==> config.mk <==
export PLATFORM = sky130hd
export DESIGN_NAME = mlp_axis_packet_tx
export DESIGN_NICKNAME = d
export VERILOG_FILES = /design/src/rtl/mlp_axis_pkg.sv /design/src/rtl/mlp_sync_fifo.sv /design/src/rtl/mlp_axis_packet_tx.sv
export SDC_FILE = /design/constraint.sdc
export NUM_CORES = 2
export LEC_CHECK = 0
export ABC_CLOCK_PERIOD_IN_PS = 4450
export BUFFER_PORTS_ARGS = -buffer_cell sky130_fd_sc_hd__buf_2
export CAP_MARGIN = 5
export CORE_ASPECT_RATIO = 0.5
export CORE_UTILIZATION = 31
export CTS_CLUSTER_SIZE = 25
export DETAILED_ROUTE_END_ITERATION = 16
export SETUP_SLACK_MARGIN = 0.4
export SLEW_MARGIN = 25
export SYNTH_ARGS = -nofsm -noshare
export SYNTH_HDL_FRONTEND = slang
export SYNTH_SLANG_ARGS = --single-unit
export TNS_END_PERCENT = 30
==> constraint.sdc <==
create_clock -name clk -period 4.45 [get_ports clk]
set_clock_uncertainty 0.2 [all_clocks]
set_input_delay 1.335 -clock clk [delete_from_list [all_inputs] [get_ports clk]]
set_output_delay 1.335 -clock clk [all_outputs]
set_load 0.005 [all_outputs]
==> src/rtl/mlp_axis_pkg.sv <==
// rtl/mlp_axis_pkg.sv - shared types and constants for the MLP AXIS packet transmitter
package mlp_axis_pkg;

    typedef enum logic [1:0] {
        IDLE  = 2'd0,
        SEND  = 2'd1,
        DRAIN = 2'd2
    } state_t;

    localparam int DEST_MVM0 = 1;
    localparam int DEST_MVM1 = 2;
    localparam int DEST_OUT  = 3;

    localparam int LENW_DEF = 8;

endpackage

==> src/rtl/mlp_sync_fifo.sv <==
// rtl/mlp_sync_fifo.sv - payload FIFO with combinational head; a new word becomes poppable one cycle after its push
module mlp_sync_fifo #(
    parameter int DATAW  = 32,
    parameter int FIFOD  = 64,
    parameter int FIFOAW = 6
) (
    input  logic             clk,
    input  logic             rst_n,
    input  logic             push,
    input  logic [DATAW-1:0] push_data,
    input  logic             pop,
    output logic [DATAW-1:0] head,
    output logic             full,
    output logic             empty
);

    logic [DATAW-1:0]  mem [FIFOD];
    logic [FIFOAW-1:0] wr_ptr;
    logic [FIFOAW-1:0] rd_ptr;
    logic [FIFOAW:0]   count;
    logic              fresh;
    logic              do_push;
    logic              do_pop;

    assign full    = (count == (FIFOAW+1)'(FIFOD));
    // The word written on the previous edge is not yet visible to the reader.
    assign empty   = (count == {{FIFOAW{1'b0}}, fresh});
    assign do_push = push && !full;
    assign do_pop  = pop && !empty;
    assign head    = mem[rd_ptr];

    always_ff @(posedge clk or negedge rst_n) begin
        if (!rst_n) begin
            wr_ptr <= '0;
            rd_ptr <= '0;
            count  <= '0;
            fresh  <= 1'b0;
        end else begin
            fresh <= do_push;
            if (do_push) wr_ptr <= wr_ptr + FIFOAW'(1);
            if (do_pop)  rd_ptr <= rd_ptr + FIFOAW'(1);
            if (do_push && !do_pop)
                count <= count + (FIFOAW+1)'(1);
            else if (!do_push && do_pop)
                count <= count - (FIFOAW+1)'(1);
        end
    end

    always_ff @(posedge clk) begin
        if (do_push) mem[wr_ptr] <= push_data;
    end

endmodule

==> src/rtl/mlp_axis_packet_tx.sv <==
// rtl/mlp_axis_packet_tx.sv - TDEST-tagged AXIS packet source for the MLP crossbar; MLP_PKT_TX_STATS_EN adds traffic counters
module mlp_axis_packet_tx
    import mlp_axis_pkg::*;
#(
    parameter int DATAW  = 32,
    parameter int IDW    = 32,
    parameter int USERW  = 32,
    parameter int DESTW  = 6,
    parameter int LENW   = LENW_DEF,
    parameter int FIFOD  = 64,
    parameter int FIFOAW = 6
) (
    input  logic             clk,
    input  logic             rst_n,
    input  logic             cmd_valid,
    output logic             cmd_ready,
    input  logic [DESTW-1:0] cmd_dest,
    input  logic [IDW-1:0]   cmd_id,
    input  logic [USERW-1:0] cmd_user,
    input  logic [LENW-1:0]  cmd_len,
    input  logic             wr_valid,
    output logic             wr_ready,
    input  logic [DATAW-1:0] wr_data,
    output logic             axis_m_tvalid,
    input  logic             axis_m_tready,
    output logic [DATAW-1:0] axis_m_tdata,
    output logic             axis_m_tlast,
    output logic [IDW-1:0]   axis_m_tid,
    output logic [USERW-1:0] axis_m_tuser,
    output logic [DESTW-1:0] axis_m_tdest
`ifdef MLP_PKT_TX_STATS_EN
    ,
    output logic [31:0]      stat_pkts,
    output logic [31:0]      stat_beats,
    output logic [31:0]      stat_stalls
`endif
);

    state_t           state;
    logic [LENW:0]    remaining;
    logic [DESTW-1:0] pkt_dest;
    logic [IDW-1:0]   pkt_id;
    logic [USERW-1:0] pkt_user;
    logic [DATAW-1:0] fifo_head;
    logic             fifo_full;
    logic             fifo_empty;
    logic             load;
    logic             hs;

    mlp_sync_fifo #(
        .DATAW (DATAW),
        .FIFOD (FIFOD),
        .FIFOAW(FIFOAW)
    ) u_fifo (
        .clk      (clk),
        .rst_n    (rst_n),
        .push     (wr_valid),
        .push_data(wr_data),
        .pop      (load),
        .head     (fifo_head),
        .full     (fifo_full),
        .empty    (fifo_empty)
    );

    assign cmd_ready = (state == IDLE);
    assign wr_ready  = !fifo_full;
    assign hs        = axis_m_tvalid && axis_m_tready;
    assign load      = (state == SEND) && (remaining != '0) && !fifo_empty
                       && (!axis_m_tvalid || axis_m_tready);

    always_ff @(posedge clk or negedge rst_n) begin
        if (!rst_n) begin
            state         <= IDLE;
            remaining     <= '0;
            pkt_dest      <= '0;
            pkt_id        <= '0;
            pkt_user      <= '0;
            axis_m_tvalid <= 1'b0;
            axis_m_tlast  <= 1'b0;
            axis_m_tdata  <= '0;
            axis_m_tid    <= '0;
            axis_m_tuser  <= '0;
            axis_m_tdest  <= '0;
        end else begin
            case (state)
                IDLE: if (cmd_valid) begin
                    pkt_dest  <= cmd_dest;
                    pkt_id    <= cmd_id;
                    pkt_user  <= cmd_user;
                    remaining <= {1'b0, cmd_len} + (LENW+1)'(1);
                    state     <= SEND;
                end
                SEND:    if (load && remaining == (LENW+1)'(1)) state <= DRAIN;
                DRAIN:   if (hs && axis_m_tlast) state <= IDLE;
                default: state <= IDLE;
            endcase
            // Output register refills in the same cycle as a handshake to keep 1 beat/cycle.
            if (load) begin
                axis_m_tvalid <= 1'b1;
                axis_m_tdata  <= fifo_head;
                axis_m_tlast  <= (remaining == (LENW+1)'(1));
                axis_m_tid    <= pkt_id;
                axis_m_tuser  <= pkt_user;
                axis_m_tdest  <= pkt_dest;
                remaining     <= remaining - (LENW+1)'(1);
            end else if (hs) begin
                axis_m_tvalid <= 1'b0;
                axis_m_tlast  <= 1'b0;
            end
        end
    end

`ifdef MLP_PKT_TX_STATS_EN
    always_ff @(posedge clk or negedge rst_n) begin
        if (!rst_n) begin
            stat_pkts   <= '0;
            stat_beats  <= '0;
            stat_stalls <= '0;
        end else begin
            if (hs)                 stat_beats  <= stat_beats + 32'd1;
            if (hs && axis_m_tlast) stat_pkts   <= stat_pkts + 32'd1;
            if (axis_m_tvalid && !axis_m_tready)
                stat_stalls <= stat_stalls + 32'd1;
        end
    end
`endif

endmodule

; Word level (Yosys, flattened, before mapping)
; Memory sizes are Yosys's and may differ from the RTL's. A register that Yosys moved wholly into a read port is not among the register bits.
; Cells that the tools add are included.
[op_classes]
addsub = 6
eq_ne = 8
muxes = 14
n_reduce_logical = 26
[ops]
columns = op, count
row1 = $mux W9, 3
row2 = $mux W7, 2
row3 = $add A6 B1 Y6 const B, 2
row4 = $logic_and A1 B1 Y1, 10
row5 = $add A8 B1 Y9 const B, 1
row6 = $eq A9 B1 Y1 const B, 1
row7 = $reduce_bool A9 Y1, 1
row8 = $sub A9 B1 Y9 const B, 1
row9 = $reduce_bool A2 Y1, 4
row10 = $add A7 B1 Y7 const B, 1
row11 = $eq A7 B1 Y1, 1
row12 = $eq A7 B7 Y1 const B, 1
row13 = $sub A7 B1 Y7 const B, 1
row14 = $logic_not A1 Y1, 6
row15 = $mux W2, 3
row16 = $pmux W2 S3, 1
row17 = $mux W1, 5
row18 = $ne A2 B2 Y1 const B, 2
row19 = $reduce_and A2 Y1, 2
row20 = $reduce_and A3 Y1, 1
row21 = $eq A2 B1 Y1 const B, 1
row22 = $eq A2 B2 Y1 const B, 1
row23 = $logic_not A2 Y1, 1
row24 = $ne A2 B1 Y1 const B, 1
row25 = $logic_or A1 B1 Y1, 1
[word_totals]
register_bits = 173
ramBits = 2048
mem_count = 1
[mem_list]
columns = name, words, width, read_ports, rd_clocked_by_memory_dff, write_ports, line_no
row1 = u_fifo.mem, 64, 32, 1, 1, 1, mlp_sync_fifo.sv:17  ; logic [DATAW-1:0] mem [FIFOD];

; Depth between registers and ports, before layout
[depth]
word_depth = 8
depth_mapped = 15
ltp_nobuf = 13

; Modules after synthesis
; Synthesis repeated with hierarchy kept, for this count alone.
[hier_totals]
hier_cells = 4336
area_unflattened_um2 = 86978.4
[by_module_without_submodules]
columns = mod, n_inst, cells_per_inst, area_per_inst_um2, seq_area_each_um2
row1 = mlp_sync_fifo, 1, 3506, 79660.2, 61999.5
row2 = mlp_axis_packet_tx, 1, 830, 7318.3, 4629.4

; Worst setup path after synthesis
; Ideal clock, no wire load.
[synth_timing]
kind = input to register
from = in axis_m_tready
to = reg u_fifo.count[6]
setup_ns = 0.124
t_arrival_ns = 3.717
path_slack_ns = 0.409
cell_stages = 14
n_path_buf = 2
path_cell_list = inv_1 -> a221oi_4 -> inv_4 -> buf_6 -> buf_2 -> ha_1 -> inv_1 -> ha_1 -> a21o_1 -> a21oi_1 -> o21bai_1 -> mux2i_1 -> o211ai_1 -> xnor2_1
[synth_between]
elab_chain_len = 6
[synth_lines]
columns = item, line_no
row1 = "start, declared", mlp_axis_packet_tx.sv:25  ; input logic axis_m_tready,
row2 = $logic_or A1 B1 Y1 *, mlp_axis_packet_tx.sv:69  ; && (!axis_m_tvalid || axis_m_tready);
row3 = $logic_and A1 B1 Y1 *, mlp_axis_packet_tx.sv:69
row4 = $logic_and A1 B1 Y1 *, mlp_sync_fifo.sv:29  ; assign do_pop = pop && !empty;
row5 = $logic_not A1 Y1, mlp_sync_fifo.sv:42  ; if (do_push && !do_pop)
row6 = $logic_and A1 B1 Y1, mlp_sync_fifo.sv:42
row7 = $mux W7 / $reduce_bool A2 Y1 (equally long branches), --
row8 = "end signal, assigned", mlp_sync_fifo.sv:43  ; count <= count + (FIFOAW+1)'(1);
row9 = "end signal, assigned", mlp_sync_fifo.sv:45  ; count <= count - (FIFOAW+1)'(1);
row10 = "end, declared", mlp_sync_fifo.sv:20  ; logic [FIFOAW:0] count;
; Mark *: on every way between the ends. The rest lies on a longest branch, timed or not.
; A chain may end at the register's enable or synchronous reset.

; Worst setup path after layout
[layout_timing]
from = reg u_fifo.count[5]
to = out wr_ready
[layout_between]
elab_chain_len = 2
[layout_lines]
columns = item, line_no
row1 = $eq A7 B7 Y1, mlp_sync_fifo.sv:25  ; assign full = (count == (FIFOAW+1)'(FIFOD));
row2 = $logic_not A1 Y1, mlp_axis_packet_tx.sv:66  ; assign wr_ready = !fifo_full;
row3 = "end, declared", mlp_axis_packet_tx.sv:22  ; output logic wr_ready,
; Every way passes these cells.

==> flow_summary.json <==
{
  "finalWorstSetupSlack_ps": 485,
  "worstSetupPathType": "flop to output pin",
  "syn-cell-area_um2": 86400,
  "fin_nets": 4969,
  "status": "complete, no violations",
  "clock-sinks": 2253,
  "holdPathEnd": "axis_m_tid[7]",
  "synth_cell_types": 57,
  "comb_power_share": 0.292,
  "cts_root_buf": "clkbuf_16",
  "setup_viol": 0,
  "syn-instance-count": 4405,
  "pwr-share-seq": 0.418,
  "powerDensity_nw_per_um2": 614,
  "max-cap-violations": 0,
  "grt_util_all_layers": 0.161,
  "drive_gt1_frac": 0.256,
  "rsz0062_at_grt": "yes",
  "worst_slew_pin_slew_ps": 1090,
  "ir_worst_vdd_mv": 0.371,
  "whs_path_depth": 2,
  "htreeDepth": 4,
  "fin_crit_ps": 3970,
  "required_ps": 2910,
  "cp.arrival_ps": 2430,
  "finalWirelength_um": 233000,
  "final_common_cell": "edfxtp_1",
  "overflow": 0,
  "die_y_um": 375,
  "cts_tree": "built",
  "grt_first_pass_wirelength_um": 328000,
  "p_leak_nw": 33.3,
  "core_um2": 276000,
  "design_area_um2": 101000,
  "r2r_end": "u_fifo.count[6]",
  "synth-seq-cells": 2253,
  "slew_headroom": 0.272,
  "die_area_um2": 281000,
  "rows": 136,
  "startpoint_type": "flop",
  "antenna_found_initial": 19,
  "post-place-ws_ps": 213,
  "synth_edf_count": 2048,
  "initial_core_util": 0.313,
  "p_switching_mw": 19.8,
  "drc_errors": 0,
  "r2r_cells": 14,
  "cts_buffers": 211,
  "grt_max_degree": 131,
  "synth_fp_nets": 4534,
  "drt_pre_antenna_iters": 6,
  "r2r_start": "u_fifo.count[5]",
  "avgSynthCellArea_um2": 19.6,
  "vias_per_cell": 5.10,
  "die_w_um": 748,
  "synth_ff_type": "edfxtp_1",
  "hpwl_um": 135000,
  "p_clk_frac": 0.290,
  "gp_congestion": 0.834,
  "synthArstFlopShare": 0.0910,
  "reg2reg_slack_ps": 640,
  "cts_hold_buf": 0,
  "yosysSeqAreaShare": 0.771,
  "crit_path_max_fanout": 3,
  "num_vias": 44600,
  "grt_pass1_vias": 43900,
  "fillers": 25300,
  "drt_iter0_drc": 5132,
  "syn_to_final_growth_pct": 16.5,
  "yosys_warnings": 0,
  "ioPinCount": 221,
  "placed_area_um2": 93800,
  "cts_buffer_depth": 4,
  "fin_crit_sh": 0.891,
  "io_buffers": 220,
  "hold_class": "flop to flop",
  "min-delay-start": "pkt_id[7]",
  "insertion_delay_ps": 880,
  "layout_common_cells": "edfxtp_1 (2048), nand2_1 (563), mux4_2 (428)",
  "switching_share": 0.320,
  "drv_slew": 0,
  "fmax_mhz": 252,
  "wl_per_cell_um": 26.6,
  "ant_nets": 0,
  "hold_violations": 0,
  "clkTransAtPathRegs_ps": 60,
  "p_int_mw": 42.0,
  "fin_tns_setup_ps": 0,
  "crit_path_end_kind": "output pin"
}
## state kept, by name, indices dropped and copies added, names as in the netlist
register / count
remaining: 9
pkt_user: 32
axis_m_tlast: 1
axis_m_tdata: 32
state: 2
u_fifo.fresh: 1
u_fifo.mem: 2048
pkt_id: 32
u_fifo.rd_ptr: 6
axis_m_tuser: 32
axis_m_tid: 32
axis_m_tvalid: 1
u_fifo.wr_ptr: 6
axis_m_tdest: 6
pkt_dest: 6
u_fifo.count: 7
## final cells by class
cell class / instances / area [µm²] / area share
sequential: 2253 / 66600 / 0.662
antenna: 8 / 20.0 / 0.000199
timing repair buffer: 462 / 3440 / 0.0342
inverter: 17 / 68.8 / 0.000684
clock inverter: 109 / 1090 / 0.0108
multi-input combinational: 1895 / 19100 / 0.190
clock buffer: 270 / 5620 / 0.0558
tap: 3726 / 4660 / 0.0463
## per-stage QoR
stage	util	hold WS [ps]	power (mW)	cells
after global routing	0.365	272	64.0	8733
after detailed placement	0.340	249	44.4	8349
final	0.365	256	61.8	8740
after floorplan	-	239	36.7	4405
after global placement	0.340	244	44.3	8349
after CTS	0.365	264	62.2	8732
## worst max-delay path: stages, from the launching register on
cell and delay, ps:
dfrtp_1 390, or4_4 540, or4_4 540, buf_6 190
## power by group through the flow
stage / combinational (mW) / clock, mW / sequential [mW]
6_report: 18.0 / 17.9 / 25.8
2_1_floorplan: 11.0 / 0 / 25.6
4_1_cts: 18.2 / 18.2 / 25.8
3_5_place_dp: 18.1 / 0 / 26.3
5_1_grt: 19.1 / 18.9 / 26.0
3_3_place_gp: 18.0 / 0 / 26.2
## cells in the mapped netlist, drive strengths merged (7+ instances only)
cell type	instances	share of area
a32oi	17	0.0017
nand2	564	0.025
mux2	8	0.0010
and2	8	0.00058
a221oi	16	0.0018
nor2b	12	0.00087
mux4	428	0.11
buf	130	0.0083
a21oi	35	0.0020
inv	16	0.00072
edfxtp	2048	0.71
mux2i	254	0.029
o22a	25	0.0025
o21ai	79	0.0046
ha	13	0.0019
nand4	24	0.0017
nor2	111	0.0049
xnor2	17	0.0017
dfrtp	205	0.059
nand3	46	0.0027
a31oi	7	0.00051
o22ai	18	0.0013
nor3	9	0.00052
a22oi	122	0.011
a41oi	28	0.0028
clkbuf	110	0.0048
## routing by layer
metal	global-route usage	routed length (µm)	vias up
met5	0	7	-
met4	0.0413	5810	2
met3	0.0290	20100	274
met2	0.252	107000	1901
met1	0.233	100000	23800
li1	-	-	18600
## worst max-delay path by stage
stage | depth (start not counted) | slack (ps) | start | to
after floorplan | 14 | 410 | axis_m_tready | u_fifo.count[6]
after global placement | 13 | 230 | u_fifo.count[3] | u_fifo.count[5]
after global routing | 14 | 340 | u_fifo.count[5] | u_fifo.count[6]
after CTS | 3 | 360 | u_fifo.count[5] | wr_ready
after detailed placement | 13 | 210 | u_fifo.count[3] | u_fifo.count[6]
final | 3 | 480 | u_fifo.count[5] | wr_ready
## logic make-up after synthesis
| kind of cell | Yosys count | share of synthesized area |
|---|---|---|
| muxes | 690 | 0.142 |
| DFF | 2253 | 0.771 |
| adders and majority gates | 14 | 0.00212 |
| buffers and inverters | 257 | 0.0139 |
| xor gates and xnor gates | 22 | 0.00223 |
| and+or+nand+nor | 797 | 0.0378 |
| AOI/OAI and AO/OA | 372 | 0.0305 |
## timing repair
item	in CTS	in global routing
setup endpoints to repair	3	3
setup buffers	4	0
pin swaps	2	1
gates resized for setup	4	2
Power figures use the tool's default switching activity.
